File: config.mk
export PLATFORM = sky130hd
export DESIGN_NAME = lfsr_rng_source
export DESIGN_NICKNAME = d
export VERILOG_FILES = /design/src/rtl/lfsr_rng_source.sv
export SDC_FILE = /design/constraint.sdc
export NUM_CORES = 1
export LEC_CHECK = 0
export CORE_MARGIN = 8
export CORE_UTILIZATION = 35
export CTS_BUF_LIST = sky130_fd_sc_hd__clkbuf_16
export CTS_CLUSTER_SIZE = 40
export DETAILED_ROUTE_END_ITERATION = 8
export PLACE_DENSITY = 0.63
export SLEW_MARGIN = 10
export SYNTH_ARGS = -nofsm -noshare
export SYNTH_HDL_FRONTEND = slang
export SYNTH_SLANG_ARGS = --single-unit
File: constraint.sdc
create_clock -name iCLK -period 2.25 [get_ports iCLK]
set_input_delay 0.45 -clock iCLK [delete_from_list [all_inputs] [get_ports iCLK]]
set_output_delay 0.45 -clock iCLK [all_outputs]
set_load 0.005 [all_outputs]
File: src/rtl/lfsr_rng_source.sv
`default_nettype none
// ============================================================================
//  Module   : lfsr_rng_source
//  Purpose  : 32-bit Galois LFSR that pushes one word every 32 steps into a
//             first-word-fall-through FIFO and stalls while the FIFO is full.
//             Define LFSR_WHITEN_EN to push s ^ {s[15:0], s[31:16]} instead of s.
//  Revision : 1.0 - initial release
// ============================================================================
module lfsr_rng_source #(
    parameter int          DEPTH        = 4,
    parameter logic [31:0] SEED_DEFAULT = 32'h0000_0001
) (
    input  logic                     iCLK,
    input  logic                     iRST,
    input  logic                     iSeedWrite,
    input  logic [31:0]              iSeed,
    input  logic                     iPop,
    output logic [31:0]              oData,
    output logic                     oValid,
    output logic                     oFull,
    output logic [$clog2(DEPTH):0]   oCount
);

    localparam int                PTR_W       = $clog2(DEPTH);
    localparam int                CNT_W       = PTR_W + 1;
    localparam logic [31:0]       c_POLY      = 32'h8020_0003;
    localparam logic [CNT_W-1:0]  c_DEPTH_CNT = CNT_W'(DEPTH);
    localparam logic [0:0]        c_RUN       = 1'b0;
    localparam logic [0:0]        c_STALL     = 1'b1;

    logic [0:0]       r_state;
    logic [0:0]       w_stateNext;
    logic [31:0]      r_lfsr;
    logic [31:0]      w_lfsrStep;
    logic [31:0]      w_pushWord;
    logic [4:0]       r_step;
    logic [PTR_W-1:0] r_wrPtr;
    logic [PTR_W-1:0] r_rdPtr;
    logic [CNT_W-1:0] r_count;
    logic [CNT_W-1:0] w_countNext;
    logic [31:0]      r_mem [DEPTH];
    logic             w_run;
    logic             w_push;
    logic             w_pop;

    assign w_lfsrStep = (r_lfsr >> 1) ^ (r_lfsr[0] ? c_POLY : 32'h0);

`ifdef LFSR_WHITEN_EN
    assign w_pushWord = w_lfsrStep ^ {w_lfsrStep[15:0], w_lfsrStep[31:16]};
`else
    assign w_pushWord = w_lfsrStep;
`endif

    // State register
    always_ff @(posedge iCLK) begin
        if (iRST) begin
            r_state <= c_RUN;
        end else begin
            r_state <= w_stateNext;
        end
    end

    // Next state: STALL exactly when the FIFO will hold DEPTH words
    always_comb begin
        w_stateNext = c_RUN;
        if (!iSeedWrite && (w_countNext == c_DEPTH_CNT)) begin
            w_stateNext = c_STALL;
        end
    end

    // Per-state controls; a seed write pre-empts stepping, pushing and popping
    always_comb begin
        w_run  = (r_state == c_RUN) && !iSeedWrite;
        w_push = w_run && (r_step == 5'd31);
        w_pop  = iPop && oValid && !iSeedWrite;
    end

    always_comb begin
        w_countNext = r_count;
        if (w_push && !w_pop) begin
            w_countNext = r_count + CNT_W'(1);
        end else if (!w_push && w_pop) begin
            w_countNext = r_count - CNT_W'(1);
        end
    end

    always_ff @(posedge iCLK) begin
        if (iRST) begin
            r_lfsr  <= SEED_DEFAULT;
            r_step  <= 5'd0;
            r_wrPtr <= '0;
            r_rdPtr <= '0;
            r_count <= '0;
        end else if (iSeedWrite) begin
            r_lfsr  <= (iSeed == 32'h0) ? SEED_DEFAULT : iSeed;
            r_step  <= 5'd0;
            r_wrPtr <= '0;
            r_rdPtr <= '0;
            r_count <= '0;
        end else begin
            if (w_run) begin
                r_lfsr <= w_lfsrStep;
                r_step <= r_step + 5'd1;
            end
            if (w_push) begin
                r_wrPtr <= r_wrPtr + PTR_W'(1);
            end
            if (w_pop) begin
                r_rdPtr <= r_rdPtr + PTR_W'(1);
            end
            r_count <= w_countNext;
        end
    end

    // Storage needs no reset: oData is gated by occupancy
    always_ff @(posedge iCLK) begin
        if (w_push) begin
            r_mem[r_wrPtr] <= w_pushWord;
        end
    end

    assign oValid = (r_count != '0);
    assign oFull  = (r_count == c_DEPTH_CNT);
    assign oCount = r_count;
    assign oData  = oValid ? r_mem[r_rdPtr] : 32'h0;

endmodule
`default_nettype wire

Word-level counts from Yosys, hierarchy flattened
Memory sizes are Yosys's and may differ from the RTL's. A register that Yosys moved wholly into a read port is not among the register bits.
Cells that the tools add are included.
{ "classes": {"n_addsub": 5, "n_eq_ne": 3, "mux": 12, "bitwise_logic": 2, "reduce_logical": 14} }
{ "ops": {"columns": ["op", "count"], "rows": [
  ["$mux W32", 5],
  ["$logic_not A32 Y1", 1],
  ["$xor A31 B32 Y32", 1],
  ["$logic_and A1 B1 Y1", 7],
  ["$eq A3 B3 Y1 const B", 2],
  ["$mux W3", 2],
  ["$add A5 B1 Y5 const B", 1],
  ["$eq A5 B5 Y1 const B", 1],
  ["$add A2 B1 Y2 const B", 2],
  ["$mux W2", 2],
  ["$add A3 B1 Y3 const B", 1],
  ["$logic_not A1 Y1", 3],
  ["$mux W1", 3],
  ["$reduce_bool A3 Y1", 1],
  ["$sub A3 B1 Y3 const B", 1],
  ["$reduce_bool A2 Y1", 1],
  ["$reduce_or A2 Y1", 1],
  ["$not A1 Y1", 1]
]} }
{ "totals": {"reg_bits": 45, "mem_bits_rw": 128, "input_bits": 36, "output_inout_bits": 37, "memories": 1} }
{ "memory_table": {"columns": ["memory", "words", "word_bits", "read_ports", "rd_ports_with_merged_regs", "wr", "line", "source"], "rows": [
  ["r_mem", 4, 32, 1, 1, 1, "41", "logic [31:0] r_mem [DEPTH];"]
]} }

Logic depth before layout (Yosys ltp)
Gate-level depths: netlist (run 1).
{ "depth": {"word_depth": 10, "ltp_mapped": 8, "ltp_nobuf": 7} }

Least setup slack after synthesis (run 1)
No wires, ideal clock.
{ "synth_path": {"kind": "register to register", "from": "register r_step[0]", "to": "memory r_mem[0][0] (enable)", "setup_time_ns": 0.392, "arrival_time_ns": 2.068, "required_ns": 1.858, "setup_slack_ns": -0.210, "path_stages_with_launch": 7, "path_buffers": 1, "period_less_slack_ns": 2.460, "path_cell_list": "dfxtp_1 > ha_1 > and3_1 > ha_1 > nor3b_1 > buf_2 > and2_1"} }
{ "synth_between": {"elab_chain_len": 4} }
{ "synth_lines": {"columns": ["item", "line", "source"], "rows": [
  ["start: declaration", "36", "logic [4:0] r_step;"],
  ["start signal: assignment", "103", "r_step <= r_step + 5'd1;"],
  ["$eq A5 B5 Y1", "74", "w_push = w_run && (r_step == 5'd31);"],
  ["$logic_and A1 B1 Y1", "74", null],
  ["$mux W1", "117", "if (w_push) begin"],
  ["$mux W1 (not written as such)", "118", "r_mem[r_wrPtr] <= w_pushWord;"],
  ["end: declaration", "41", null]
]} }
No other way between the ends.

==> results.tsv, run 1 <==
metric	value	unit
place_congestion	0.735	
cts_tree	built	
synth_top_area_cell	edfxtp_1	
final.setup.worst_slack	-0.0614	ns
async_reset_ff_share	0	%
avgSynthCellArea	14.8	um^2
syn_inst	484	
clock_sinks	175	
ys_seq_area_share	66.9	%
hpwl	10600	um
core.rowCount	52	
overflow	0	
cp_slowest_stage_delay	0.52	ns
grt_pass1_wl	26400	um
hold_violations	0	
nets	620	
drv_cap	0	
report.final.slew_viol_count	0	
initial_core_util	35.5	%
crit_arrival	1.86	ns
path_cells	buf_8 -> mux4_2 -> and2_4 -> clkdlybuf4s15_1	
synth-xor-area-share	1.10	%
ir_worst_vdd	0.474	mV
setup_viol	22	
avgViaCountPerCell	5.04	
numCtsBuffers	17	
powerDensity	721	nW/um^2
crit_buf_inv	2	
grt_usage	13.5	%
ctsLongestPathBuffers	2	
die-area	25300	um^2
rsz0062_at_grt	true	
startpoint_type	flip-flop	
hp-class	flip-flop to flip-flop	
layout-drive-gt1-share	28.1	%
crit_type	flip-flop to output port	
synth_area_leaders	edfxtp_1 (54%), dfxtp_1 (13%), mux4_2 (10%), mux2i_1 (4.3%), nor2_1 (3.7%)	
drt-initial-drc-count	238	
synth_top_area_share	53.7	%
min_period	2.31	ns
stdcell_count	858	
syn-num-nets	529	
synth_common_cells	edfxtp_1 (128), nor2_1 (71), dfxtp_1 (47)	
antenna_left	0	
synth_top_family_by_area	multiplexers	
yosysMostFrequentCell	edfxtp_1	
ys_types	36	
fmax	433	MHz
antenna_found_initial	1	
vias	4322	
first_pass_iters	4	
p_leak	3.11	nW
violations	setup timing	
dpl.cell_count	821	
yosys.area_share.adder	1.57	%
yosysWarnings	0	
synth_edf_count	128	
die_w	159	um
finalPower	6.59	mW
status	finished, violations left	
drt-wirelength-per-cell	19.3	um
synthesis.area	7150	um^2
wirelength	16500	um
crit_required	1.80	ns
fin_skew	0.00713	ns
slew_headroom	60.4	%
synth-simple-area-share	9.85	%
die_y	159	um
synth-main-ff-cell	edfxtp_1	
slowest_stage	mux4_2	
cp_max_fo	6	
clk_latency	0.41	ns
max_slew.worst_pin.slew	0.594	ns
ys_ff_latch	175	
synthMuxAreaShare	14.4	%
io_pins	73	
clkTransAtPathRegs	0.06	ns
grt_pass1_vias	4578	
area_delta_synth_final	27.9	%
drcViolationCount	0	
grt_max_degree	48	
cp_top_family	multiplexers	
h-tree-depth	4	
clock-root-buffer	clkbuf_16	
critPathCaptureType	output port	
holdBufCountCts	0	
port_buffers	72	
n_antenna_cell	0	
timing.final.crit_share	103	%
coreArea	20200	um^2
synth_compound_gate_area_share	3.92	%
worst min-delay path, delay by kind of cell (launching register included):
kind | cells | cell delay (ns)
flip-flops | 1 | 0.33
multiplexers | 1 | 0.08
AND/OR/NAND/NOR | 1 | 0.07
placed cells by master, fill, tap and decap left out, types with 7 or more instances in the layout:
cell type / count
buf_4: 15
a21oi_1: 36
dfxtp_1: 45
clkbuf_16: 17
inv_1: 7
buf_6: 27
nor4_1: 8
edfxtp_1: 128
and2_4: 28
nor2_1: 71
buf_12: 10
clkdlybuf4s50_1: 38
mux2i_1: 31
mux4_2: 32
ha_1: 9
final cells by class:
cell class | instances | area (um^2)
clock inverter | 15 | 146
inverter | 7 | 26.3
multi-input combinational | 271 | 2280
timing repair buffer | 103 | 1140
sequential | 175 | 4790
fill | 1774 | 11000
clock buffer | 17 | 425
tap | 270 | 338
registers in the layout, summed over array words and instances (netlist names), named ones only:
| signal | count |
|---|---|
| r_state | 1 |
| r_step | 5 |
| r_mem | 128 |
| r_rdPtr | 2 |
| r_wrPtr | 2 |
| oCount | 3 |
| r_lfsr | 32 |
metal layers:
layer | up-vias | track usage (%) | wire, um
met4 | 2 | 4.12 | 97
met3 | 10 | 3.59 | 890
met2 | 127 | 22.2 | 8270
li1 | 1988 | - | -
met5 | - | 0 | 13
met1 | 2195 | 17.1 | 7260
timing repair:
item                                    CTS  global route
setup buffers                             5             0
endpoints found under the setup margin   33            33
gates resized for setup                 179            15
pin swaps                                29             1
cloned                                    3             0
kinds of logic after synthesis:
family	count (synthesis)
adder cells (fa/ha/maj)	9
multiplexers	63
AND/OR/NAND/NOR	141
AO/OA/AOI/OAI	49
flip-flops	175
XOR/XNOR	9
buffers and inverters	38
report_power, final:
part	switching, mW	internal, mW	leakage, nW
logic	0.115	0.106	1.28
clock network	1.19	1.63	0.280
registers	0.0549	3.50	1.56
total	1.36	5.23	3.11
metrics by stage:
| stage | utilization, % | hold slack (ns) | instance area [um^2] | setup WS, ns | TNS, ns |
|---|---|---|---|---|---|
| floorplan | - | 0.458 | 7160 | 0.123 | 0 |
| global placement | 41.6 | 0.485 | 8390 | 0.0405 | 0 |
| detailed placement | 41.6 | 0.509 | 8390 | 0.0252 | 0 |
| CTS | 45.4 | 0.524 | 9160 | -0.162 | -2.15 |
| global route | 45.4 | 0.544 | 9150 | -0.135 | -2.96 |
| finish | 45.4 | 0.515 | 9150 | -0.0614 | -0.790 |
final timing paths:
kind | start | to | slack [ns] | cells after the start
worst max-delay path | flip-flop | oData[21] | -0.06 | 4
worst min-delay path | r_step[4] | r_step[4] | 0.51 | 2
worst max register to register | r_step[0] | r_state | 0.17 | 7
worst min register to register | r_step[4] | r_step[4] | 0.51 | 2
Note: power is estimated with default switching activity, not from simulation.
==> run 2, diff against run 1 <==
--- a/config.mk
+++ b/config.mk
@@ -5,6 +5,7 @@
 export SDC_FILE = /design/constraint.sdc
 export NUM_CORES = 1
 export LEC_CHECK = 0
+export CORE_ASPECT_RATIO = 1.25
 export CORE_MARGIN = 8
 export CORE_UTILIZATION = 35
 export CTS_BUF_LIST = sky130_fd_sc_hd__clkbuf_16
==> results.tsv, run 2 (same netlist as run 1, synthesis figures left out) <==
metric	value	unit
slew_headroom	64.2	%
critPathCaptureType	output port	
cp_max_fo	6	
place_congestion	0.776	
timing.final.crit_share	104	%
wirelength	16300	um
layout-drive-gt1-share	30.3	%
first_pass_iters	4	
grt_pass1_vias	4610	
hp-class	primary input to flip-flop	
numCtsBuffers	17	
startpoint_type	flip-flop	
p_leak	3.24	nW
drt-initial-drc-count	321	
grt_pass1_wl	25100	um
final.setup.worst_slack	-0.0964	ns
clock_sinks	175	
nets	640	
core.rowCount	58	
n_antenna_cell	0	
fin_skew	0.00859	ns
h-tree-depth	4	
die_y	176	um
grt_usage	13.3	%
coreArea	20100	um^2
antenna_found_initial	0	
setup_viol	28	
die_w	144	um
clkTransAtPathRegs	0.06	ns
clock-root-buffer	clkbuf_16	
clk_latency	0.42	ns
initial_core_util	35.6	%
vias	4289	
overflow	0	
crit_arrival	1.90	ns
max_slew.worst_pin.slew	0.532	ns
r2r_slack	0.20	ns
drt-wirelength-per-cell	18.5	um
rsz0062_at_grt	true	
powerDensity	708	nW/um^2
top_regs	r_mem: 128 flops, r_lfsr: 32 flops, r_step: 5 flops	
ctsLongestPathBuffers	2	
dpl.cell_count	822	
crit_required	1.80	ns
port_buffers	72	
final_common_cell	edfxtp_1	
largest_reg_flops	128	
top_register	r_mem	
die-area	25300	um^2
io_pins	73	
hpwl	10700	um
min_period	2.35	ns
drv_cap	0	
final_cell_mix	edfxtp_1 (128), nor2_1 (71), dfxtp_1 (43)	
status	finished, violations left	
report.final.slew_viol_count	0	
fmax	426	MHz
ir_worst_vdd	0.445	mV
cts_tree	built	
avgViaCountPerCell	4.88	
grt_max_degree	53	
violations	setup timing	
hold_violations	0	
crit_type	flip-flop to output port	
stdcell_count	878	
antenna_left	0	
utilization	46.3	%
drcViolationCount	0	
area_delta_synth_final	30.2	%
## run 2: worst paths after layout
path / depth (start not counted) / to / startpoint
min: 3 / r_lfsr[30] / iSeedWrite
max reg2reg: 7 / r_state / r_step[0]
min reg2reg: 0 / r_mem[3][13] / r_lfsr[14]
max: 6 / oData[16] / flip-flop
## run 2: worst max-delay path, cell delays in order (launching register included)
cell and delay, ns:
dfxtp_4 0.42, buf_6 0.13, buf_6 0.09, buf_6 0.10
mux4_2 0.49, and2_4 0.15, buf_6 0.11
## run 2: metal layers
layer | track usage, % | vias up | share of wire (%)
li1 | - | 2017 | -
met1 | 14.9 | 2159 | 40
met2 | 24.1 | 98 | 54
met3 | 3.34 | 15 | 4.7
met4 | 4.08 | 0 | 1.2
met5 | 0 | - | 0
## run 2: layout make-up
type / instances / area (um^2)
clock buffer: 17 / 425
clock inverter: 15 / 144
fill: 1774 / 10800
inverter: 7 / 26.3
multi-input combinational: 271 / 2290
sequential: 175 / 4790
tap: 270 / 338
timing repair buffer: 123 / 1300
## run 2: power by group
part	switching, mW	internal, mW	total, mW
registers	0.0558	3.50	3.56
clock network	1.19	1.63	2.82
logic	0.111	0.107	0.218
total	1.36	5.23	6.59
## run 2: stage by stage
step | power, mW | instance area [um^2] | hold WS, ns | TNS, ns | setup WS [ns]
3_3_place_gp | 3.83 | 8390 | 0.483 | 0 | 0.0259
2_1_floorplan | 3.71 | 7160 | 0.458 | 0 | 0.123
6_report | 6.59 | 9320 | 0.481 | -1.08 | -0.0964
3_5_place_dp | 3.84 | 8390 | 0.519 | -0.00145 | -0.00145
5_1_grt | 6.78 | 9320 | 0.504 | -3.10 | -0.159
4_1_cts | 6.65 | 9290 | 0.468 | -2.56 | -0.156
## run 2: repair_timing
item	in CTS	in global routing
setup endpoints to repair	33	31
hold buffers	0	0
resized for setup	188	19
gates cloned	3	0
setup buffers	23	1
pin swaps	32	1
